$ cat src/rtl/pipe_pkg.sv
// Shared definitions for the pipeline stage registers: the state encoding,
// the payload field indices and the default flush mask.
package pipe_pkg;

   typedef enum logic [1:0] {
      ST_EMPTY = 2'd0,
      ST_ONE   = 2'd1,
      ST_FULL  = 2'd2
   } stage_state_e;

   localparam int FLD_PC    = 0;
   localparam int FLD_INSTR = 1;
   localparam int FLD_IMM   = 2;
   localparam int FLD_RD1   = 3;
   localparam int FLD_RD2   = 4;

   // A bubble zeroes every field except the PC, so the PC survives a flush.
   localparam logic [4:0] FLUSH_MASK_DEFAULT = 5'b11110;

endpackage

$ cat src/rtl/pipe_stage_skid_sat_counter.sv
// Saturating up-counter: increments on inc, sticks at all-ones.
// Synchronous clear takes priority over the increment.
module sat_counter #(
   parameter int W = 16
) (
   input  logic         clk,
   input  logic         clear,
   input  logic         inc,
   output logic [W-1:0] cnt
);

   logic [W-1:0] cnt_q;

   always_ff @(posedge clk) begin
      if (clear) begin
         cnt_q <= '0;
      end else if (inc && (cnt_q != '1)) begin
         cnt_q <= cnt_q + W'(1);
      end
   end

   assign cnt = cnt_q;

endmodule

$ cat src/rtl/pipe_stage_skid.sv
// Inter-stage pipeline register with a one-entry skid buffer: 1-cycle latency,
// full throughput; in_ready is registered and drops only when both entries are held.
module pipe_stage_skid
   import pipe_pkg::*;
#(
   parameter int                    DATA_W     = 32,
   parameter int                    NUM_FIELDS = 5,
   parameter logic [NUM_FIELDS-1:0] FLUSH_MASK = NUM_FIELDS'(FLUSH_MASK_DEFAULT),
   parameter int                    CNT_W      = 16
) (
   input  logic                         clk,
   input  logic                         reset,
   input  logic                         flush,
   input  logic                         in_valid,
   output logic                         in_ready,
   input  logic [NUM_FIELDS*DATA_W-1:0] in_data,
   output logic                         out_valid,
   input  logic                         out_ready,
   output logic [NUM_FIELDS*DATA_W-1:0] out_data,
   output logic [CNT_W-1:0]             stall_cnt
);

   localparam int PW = NUM_FIELDS * DATA_W;

   stage_state_e state_q, state_d;
   logic [PW-1:0] main_q, main_d;
   logic [PW-1:0] skid_q, skid_d;
   logic          in_ready_q;
   logic          out_valid_q;
   logic          accept;
   logic          deliver;
   logic [PW-1:0] keep_mask;

   // Bits that survive a flush: all ones for fields whose mask bit is clear.
   for (genvar i = 0; i < NUM_FIELDS; i++) begin : g_keep
      assign keep_mask[i*DATA_W +: DATA_W] = {DATA_W{~FLUSH_MASK[i]}};
   end

   assign accept  = in_valid && in_ready_q;
   assign deliver = out_valid_q && out_ready;

   always_comb begin
      state_d = state_q;
      main_d  = main_q;
      skid_d  = skid_q;
      if (flush) begin
         state_d = ST_EMPTY;
         main_d  = main_q & keep_mask;
         skid_d  = skid_q & keep_mask;
      end else begin
         case (state_q)
            ST_EMPTY: begin
               if (accept) begin
                  main_d  = in_data;
                  state_d = ST_ONE;
               end
            end
            ST_ONE: begin
               if (accept && deliver) begin
                  main_d = in_data;
               end else if (accept) begin
                  skid_d  = in_data;
                  state_d = ST_FULL;
               end else if (deliver) begin
                  state_d = ST_EMPTY;
               end
            end
            ST_FULL: begin
               if (deliver) begin
                  main_d  = skid_q;
                  state_d = ST_ONE;
               end
            end
            default: state_d = ST_EMPTY;
         endcase
      end
   end

   // Handshake outputs are flopped copies decoded from the next state.
   always_ff @(posedge clk) begin
      if (reset) begin
         state_q     <= ST_EMPTY;
         main_q      <= '0;
         skid_q      <= '0;
         in_ready_q  <= 1'b1;
         out_valid_q <= 1'b0;
      end else begin
         state_q     <= state_d;
         main_q      <= main_d;
         skid_q      <= skid_d;
         in_ready_q  <= (state_d != ST_FULL);
         out_valid_q <= (state_d != ST_EMPTY);
      end
   end

   sat_counter #(
      .W (CNT_W)
   ) u_stall_cnt (
      .clk   (clk),
      .clear (reset),
      .inc   (out_valid_q && !out_ready),
      .cnt   (stall_cnt)
   );

   assign in_ready  = in_ready_q;
   assign out_valid = out_valid_q;
   assign out_data  = main_q;

endmodule

$ cat config.mk
export PLATFORM = sky130hd
export DESIGN_NAME = pipe_stage_skid
export DESIGN_NICKNAME = d
export VERILOG_FILES = /design/src/rtl/pipe_pkg.sv /design/src/rtl/pipe_stage_skid_sat_counter.sv /design/src/rtl/pipe_stage_skid.sv
export SDC_FILE = /design/constraint.sdc
export NUM_CORES = 1
export LEC_CHECK = 0
export CORE_UTILIZATION = 40
export DETAILED_ROUTE_END_ITERATION = 12
export PLACE_DENSITY = 0.79
export SETUP_SLACK_MARGIN = 0.3
export SLEW_MARGIN = 0
export SYNTH_ARGS = -nofsm -noshare
export SYNTH_HDL_FRONTEND = slang
export SYNTH_SLANG_ARGS = --single-unit
$ cat constraint.sdc
create_clock -name clk -period 2.5 [get_ports clk]
set_clock_uncertainty 0.2 [all_clocks]
set_input_delay 0.25 -clock clk [delete_from_list [all_inputs] [get_ports clk]]
set_output_delay 0.25 -clock clk [all_outputs]
set_load 0.03 [all_outputs]
==> results of run 1 <==
through the flow:
step	instance area, um^2	utilization	hold slack, ns	power [mW]	worst slack [ns]
detailed placement	17300	0.530	0.246	7.44	0.140
CTS	18700	0.572	0.0851	13.3	0.334
global route	18700	0.572	0.102	13.7	0.279
finish	18700	0.572	0.106	13.2	0.345
global placement	17300	0.530	0.241	7.41	0.150
floorplan	13300	-	0.186	6.63	0.354
power by group through the flow:
stage / Sequential [mW] / Combinational [mW] / Clock [mW]
detailed placement: 5.80 / 1.64 / 0
finish: 5.69 / 1.64 / 5.87
floorplan: 6.07 / 0.565 / 0
global route: 5.70 / 1.77 / 6.22
CTS: 5.68 / 1.64 / 6.00
global placement: 5.80 / 1.61 / 0
logic make-up (layout without fill, tap and decap cells):
kind of cell | after synthesis | count (layout) | share of synthesized area
adder cells (fa/ha/maj) | 1 | 1 | 0.000938
multiplexers | 35 | 35 | 0.0264
XOR/XNOR | 1 | 1 | 0.000657
AND/OR/NAND/NOR | 763 | 763 | 0.224
buffers and inverters | 155 | 460 | 0.0457
flip-flops | 340 | 340 | 0.510
AO/OA/AOI/OAI | 385 | 385 | 0.192
other | 0 | 3 | 0
per-layer routing:
metal,part of all wire,global-route usage
met5,0.00029,0
met2,0.48,0.370
met3,0.070,0.0494
met4,0.049,0.123
met1,0.40,0.254
cells in the mapped netlist, types with 2 or more instances:
library cell / number / area, um^2
sky130_fd_sc_hd__or4_4: 2 / 22.5
sky130_fd_sc_hd__o21ai_0: 7 / 35.0
sky130_fd_sc_hd__nand4_1: 4 / 25.0
sky130_fd_sc_hd__buf_2: 22 / 110
sky130_fd_sc_hd__or3_1: 6 / 37.5
sky130_fd_sc_hd__inv_1: 7 / 26.3
sky130_fd_sc_hd__nand3b_1: 2 / 15.0
sky130_fd_sc_hd__dfxtp_1: 340 / 6810
sky130_fd_sc_hd__nor2b_1: 2 / 12.5
sky130_fd_sc_hd__a21oi_1: 204 / 1020
sky130_fd_sc_hd__nor3_1: 5 / 25.0
sky130_fd_sc_hd__or4_1: 4 / 30.0
sky130_fd_sc_hd__buf_1: 6 / 22.5
sky130_fd_sc_hd__clkbuf_1: 120 / 450
sky130_fd_sc_hd__nor2_1: 136 / 510
sky130_fd_sc_hd__mux2i_1: 34 / 340
sky130_fd_sc_hd__nand2b_1: 3 / 18.8
sky130_fd_sc_hd__a311oi_1: 160 / 1400
sky130_fd_sc_hd__nand3_1: 5 / 25.0
sky130_fd_sc_hd__nand2_1: 588 / 2210
sky130_fd_sc_hd__o31ai_1: 5 / 37.5
registers in the layout (all words and copies together) (netlist names):
name / count
u_stall_cnt.cnt: 16
state_q: 2
out_valid: 1
out_data: 160
skid_q: 160
in_ready: 1
cell type report:
type	instances	area, um^2	area share
flip-flops and latches	340	6810	0.364
clock inverters	19	234	0.0125
multi-input cells	1185	5990	0.320
diodes	3	7.51	0.000401
clock buffers	50	1100	0.0587
inverters	7	26.3	0.00140
repair buffers	384	3990	0.213
well taps	442	553	0.0296
worst paths after layout:
check                            end  slack (ns)
hold / removal           skid_q[111]        0.11
hold reg to reg          skid_q[122]        0.25
setup reg to reg  u_stall_cnt.cnt[1]        0.34
setup / recovery  u_stall_cnt.cnt[1]        0.34
critical path, delay by kind of cell (launching register included):
family / cells / cell delay, ns
AOI/OAI and AO/OA: 1 / 0.53
DFF: 1 / 0.46
and+or+nand+nor: 2 / 0.37
buffers and inverters: 1 / 0.23
muxes: 1 / 0.21
what timing repair did:
| action | CTS | global route |
|---|---|---|
| hold buffers | 1 | 0 |
| endpoints found under the setup margin | 7 | 32 |
| endpoints found under the hold margin | 2 | 0 |
| resized for setup | 2 | 3 |
| pin swaps | 0 | 0 |
==> results.md, run 1 <==
- During I/O placement, the number of pins put on the boundary was 343.
- Setup repair after global routing could not meet its margin everywhere.
- The final critical delay including setup and external delays is 2.16 ns.
- The summed negative setup slack over all endpoints is 0 ns.
- For the worst setup path, the data required time is 2.66 ns.
- The max-slew violation total from the final report came to 0.
- The count of endpoints failing hold in the final timing report was 0.
- In this run the worst setup path begins at u_stall_cnt.cnt[5].
- The count of filler cells inserted in the layout is 2,852.
- The average wire length per cell after detail routing is 15.8 um.
- The number of buffers inserted to repair setup after CTS is 0.
- For this run, the detailed router's first-pass iteration total came to 5.
- For the pin with the worst max-slew slack, the measured transition is 0.801 ns.
- CTS built an H-tree with a depth of 2.
- The cell internal power dissipation is 9.92 mW.
- The flop and latch count out of synthesis is 340.
- The synthesized area is 13,300 um^2.
- Dividing the final minimum period by the clock period gives 0.862.
- The number of maximum-capacitance violations is 0.
- The pin count of the biggest net entering global routing is 98.
- The starting utilization of the core area is 0.408.
- In the routed design, unresolved DRC markers number 0.
- Buffers inserted during clock tree synthesis total 38.
- In this run the most critical hold path is launched from in_data[111].
- In the layout the commonest cells are 586 x sky130_fd_sc_hd__nand2_1, 339 x sky130_fd_sc_hd__clkdlybuf4s50_1, 337 x sky130_fd_sc_hd__dfxtp_1.
- The clock-pin slew of the registers on the worst-case setup and hold paths is 0.06 ns.
- The width of the die is 185 um.
- The overall die area is 34,100 um^2.
- The analysis attributes to cell leakage a power of 6.76 nW.
- In this run the worst path has a maximum fanout of 8.
- The per-instance average area after synthesis is 7.94 um^2.
- Of the cells placed in the final design, the portion with a size suffix greater than 1 is 0.0640.
- Dividing total power by cell area gives a power density of 705 nW/um^2.
- The root buffer cell is sky130_fd_sc_hd__clkbuf_16.
- The longest clock path from root to sink contains 3 buffers.
- Yosys mapped a number of flops with a built-in enable equal to 0.
- The library cell used most frequently in the layout, excluding fill and tap cells, is sky130_fd_sc_hd__nand2_1.
- Summed over all nets, the switching power comes to 3.27 mW.
- The predominant post-synthesis flop cell is sky130_fd_sc_hd__dfxtp_1.
- The clock sink total is 340.
- Walking the worst path, the cells encountered are nand4_1 -> o41ai_2 -> buf_4 -> mux2i_1 -> nor2_1.
- The worst setup path is launched from a flip-flop.
- The count of standard-cell rows is 66.
- In the synthesized netlist, the number of instances is 1,680.
- The HPWL after detailed placement is 24.5 mm.
- The share of total power in combinational logic is 0.124.
- The total number of vias is 12,900.
- Once detail routing completed, the nets flagged for antenna violations numbered 0.
- Yosys printed 0 warnings.
- The clock tree from TritonCTS is yes.
- Relative to the synthesized area, the layout overhead comes to 40.2%.
- The number of nets in the synthesized netlist is 1,846.
- The worst setup path is captured at a flip-flop.
- The largest incremental delay on the critical path is 0.53 ns.
- The startpoint identified for the worst register-to-register timing path is u_stall_cnt.cnt[5].
- The routed wire length is 38.5 mm.
- The congestion estimate from routability-driven global placement came to 0.817.
- The switching share of power is 0.248.
- The slowest stage of the critical path belongs to the cell sky130_fd_sc_hd__o41ai_2.
- Headroom to the max-slew limit came out at 0.466.
- The die boundary height is 185 um.
- The kind of critical path is reg -> reg.
- For this run, the register share of the synthesized area comes to 0.510.
- For this block, the initial DRC count from the detailed router was 805.
- The global-route wire length before repair is 60.8 mm.
- Based on the critical path, the design can be clocked at up to 0.464 GHz.
- Summed over all layers, the global routing overflow is 0.
- The placeable core area is 32,700 um^2.
- The part of the power in registers is 0.431.
- Data arrives at the worst endpoint at 2.32 ns.
- The number of global-route vias before repair is 12,315.
- The maximum resistive drop on vdd is 480 uV.
- Input and output buffers added on the ports amount to 342.
- For this run, the total global-route usage over all layers was measured as 0.219.
- The count of distinct cell types in the synthesized netlist is 39.
- The layout net count is 2,122.
- The flow ran to the end, and the final reports show no timing, DRC or antenna violations.
- Counting cells, the worst reg-to-reg path comes to 5.
- The proportion of power drawn by the clock network is 0.445.
- The final setup violation count is 0.
- Clock latency on the worst-skew pair, taken at its later pin, is 0.51 ns.
- The number of instances on the worst hold path is 3.
- The number of antenna violations at the first check in global routing is 4.
- After detailed routing, the number of vias per cell comes to 5.31.
- The kind of path behind the tightest hold check is in -> reg.
- After detailed placement, the design holds a cell count of 2,357.
- The count of cells in the finished layout, fillers not included, comes to 2,430.
- Counting flops with an async set or reset pin after synthesis yields a share of 0.
(Power assumes the default switching activity.)
==> inputs of run 2 (changes only) <==
Settings changed: CTS_CLUSTER_SIZE set to 40, PLACE_DENSITY 0.79 to 0.67.
==> run 2 against run 1 <==
  * Register-to-register slack gained 0.06 ns
  * Sequential share of layout area up 0.34 points
  * Sequential power is essentially flat
==> results.md, run 2 (same netlist as run 1, synthesis figures left out) <==
- The flow ran to the end, and the final reports show no timing, DRC or antenna violations.
- The overall die area is 34,100 um^2.
- The growth of design area from synthesis to finish is 38.9%.
- The critical path goes through clkdlybuf4s50_1.
- The worst-path cell with the longest stage delay is sky130_fd_sc_hd__clkdlybuf4s50_1.
- Across the VDD grid, the largest voltage drop is 448 uV.
- The layout net count is 2,118.
- The number of antenna violations at the first check in global routing is 2.
- The type of element launching the critical path is a flip-flop.
- For this run, the slowest stage of the critical path takes 0.74 ns.
- The multi-input combinational cells in the finished layout cover a total of 5990 um^2.
- For the worst setup path, the data arrival time is 1.71 ns.
- The maximum fanout encountered on the critical timing path is 7.
- The last weighted congestion value of the routability-driven placer is 0.824.
- The global routing usage on met1 is 0.295.
- Clock tree synthesis found a total of 340 sinks.
- The count of standard-cell rows is 66.
- The final non-filler cell area is 18,500 um^2.
- The startpoint identified for the worst register-to-register timing path is u_stall_cnt.cnt[7].
- The count of nets left with antenna violations once routing finished came out at 0.
- The number of buffers inserted by port buffering is 342.
- In the global route stage, overall resource usage came out at 0.222.
- The total number of vias is 12,744.
- Clock-pin slew was measured on the worst setup and hold paths at 0.06 ns.
- Data on the critical path is required at its endpoint by 2.05 ns.
- The max-slew violation total from the final report was 0.
- The floorplan step defined a core boundary enclosing 32,700 um^2.
- The cell count along the critical path is 1.
- The kind of critical path is reg -> out.
- The library cells used most frequently in the layout, excluding fill and tap cells, are 586 x sky130_fd_sc_hd__nand2_1, 338 x sky130_fd_sc_hd__clkdlybuf4s50_1, 337 x sky130_fd_sc_hd__dfxtp_1.
- The start point of the critical path is u_stall_cnt.cnt[7].
- The critical path ends at stall_cnt[7].
- The placement-stage cell area is 17,400 um^2.
- The commonest non-fill, non-tap cell in the layout is sky130_fd_sc_hd__nand2_1.
- Clock tree synthesis inserted a total of 37 buffers.
- STA classifies the critical path endpoint as an output pin.
- The count of filler cells inserted in the layout is 2,886.
- Based on the critical path, the design can be clocked at up to 0.463 GHz.
- For this block, the routed nets add up to 39.0 mm of wire.
- The global routing usage on met3 is 0.0451.
- In this run the horizontal extent of the chip is 185 um.
- The number of buffers inserted to repair setup after CTS is 0.
- Subtracting the final worst setup slack from the clock period gives 2.16 ns.
- The register cell area after layout is 6810 um^2.
- The fraction of layout instances using a drive strength above 1 is 0.0541.
- The root buffer cell is sky130_fd_sc_hd__clkbuf_16.
- The count of endpoints failing hold in the final timing report is 0.
- The average wire length per cell after detail routing is 16.1 um.
- The final setup violation count is 0.
- Dividing the detail-routed via count by the number of cells gives 5.27.
- For this block, the initial DRC count from the detailed router was 824.
- For this configuration, the core starts out at a cell density of 0.408.
- The worst register-to-register path has a setup slack of 0.40 ns.
- The final period utilization is 0.865.
- The I/O pin count is 343.
- The dominant delay contributor by cell family on the critical path is buffers and inverters.
- The tool flagged a number of max-cap violations equal to 0.
- The die boundary height is 185 um.
- The met2 track utilization from global routing is 0.349.
- The headroom to the max-slew limit is 0.454.
- The number of buffers and inverters on the critical path is 1.
- The kind of path behind the tightest hold check is in -> reg.
- The endpoint identified for the worst register-to-register timing path is u_stall_cnt.cnt[14].
- The wire-length estimate of the detail-placed layout is 25.0 mm.
- Measured in cells, the most critical reg-to-reg path has a length of 4.
- The clock tree from TritonCTS is yes.
- CTS built an H-tree with a depth of 2.
- The transition time of the tightest slew-check pin is 0.819 ns.
- The layer with the highest usage after global routing is met2.
- The pre-antenna-repair detailed-routing pass consisted of 7 iterations.
- The deepest clock path buffer count is 3.
- The number of remaining DRC errors is 0.
- The number of global-route vias before repair is 11,608.
- For this run the aggregate overflow at the end of global routing stands at 0.
- Dividing total power by cell area gives a power density of 675 nW/um^2.
- The later pin in the worst-skew pair is clocked with a latency of 0.52 ns.
- The leakage power of the design is 6.67 nW.
- The global-route wire length before repair is 61.2 mm.
- The summed negative setup slack over all endpoints is 0 ns.
- Setup repair after global routing left no endpoint under its margin.
- Entering global routing, the biggest net connects 90 pins.
-- run 2: cell types whose count changed in the layout (fill, tap and decap cells not counted), moves of 2 or more --
cell / previous run / this run
sky130_fd_sc_hd__clkinv_2: 10 / 1
sky130_fd_sc_hd__bufinv_16: 5 / 1
sky130_fd_sc_hd__buf_12: 20 / 23
sky130_fd_sc_hd__clkbuf_8: 8 / 6
sky130_fd_sc_hd__clkinv_8: 0 / 2
sky130_fd_sc_hd__clkbuf_16: 39 / 37
sky130_fd_sc_hd__clkbuf_1: 3 / 15
sky130_fd_sc_hd__buf_4: 20 / 15
-- run 2: per-stage QoR --
stage	std cells	util	worst slack [ns]	total power [mW]	hold WS, ns
final	2420	0.567	0.338	12.5	0.105
after global routing	2419	0.567	0.301	13.0	0.109
after CTS	2418	0.566	0.325	12.6	0.0870
after detailed placement	2354	0.531	0.0160	7.46	0.246
after global placement	2354	0.531	0.120	7.44	0.240
after floorplan	1680	-	0.354	6.63	0.186
-- run 2: what timing repair did --
item | CTS | global route
setup endpoints to repair | 2 | 10
resized for setup | 2 | 4
hold endpoints to repair | 2 | 0
hold buffers | 1 | 0
-- run 2: power by group --
part           switching, mW  total, mW  internal, mW
Sequential             0.105       5.70          5.59
Combinational          0.923       1.65         0.725
Clock                   2.13       5.16          3.03
Total                   3.16       12.5          9.35
-- run 2: worst min-delay path by stage --
| stage | startpoint | endpoint | slack [ns] | depth (start not counted) |
|---|---|---|---|---|
| after floorplan | in_data[0] | skid_q[0] | 0.19 | 2 |
| after global placement | skid_q[17] | skid_q[17] | 0.24 | 2 |
| after detailed placement | skid_q[26] | skid_q[26] | 0.25 | 2 |
| after CTS | in_data[22] | skid_q[22] | 0.09 | 3 |
| after global routing | in_data[128] | skid_q[128] | 0.11 | 3 |
| final | in_data[22] | skid_q[22] | 0.11 | 3 |
-- run 2: final cells by class --
cell class,count,share of cell area
sequential,340,0.367
multi-input combinational,1185,0.323
timing repair buffer,381,0.216
clock buffer,58,0.0574
tap,442,0.0298
clock inverter,5,0.00412
inverter,7,0.00142
antenna,2,0.000270
-- run 2: metal layers --
metal	routed length (um)	vias up	share of wire
met4	1270	0	0.032
li1	-	6303	-
met5	0	-	0
met3	2910	77	0.075
met2	18000	421	0.46
met1	16900	5943	0.43
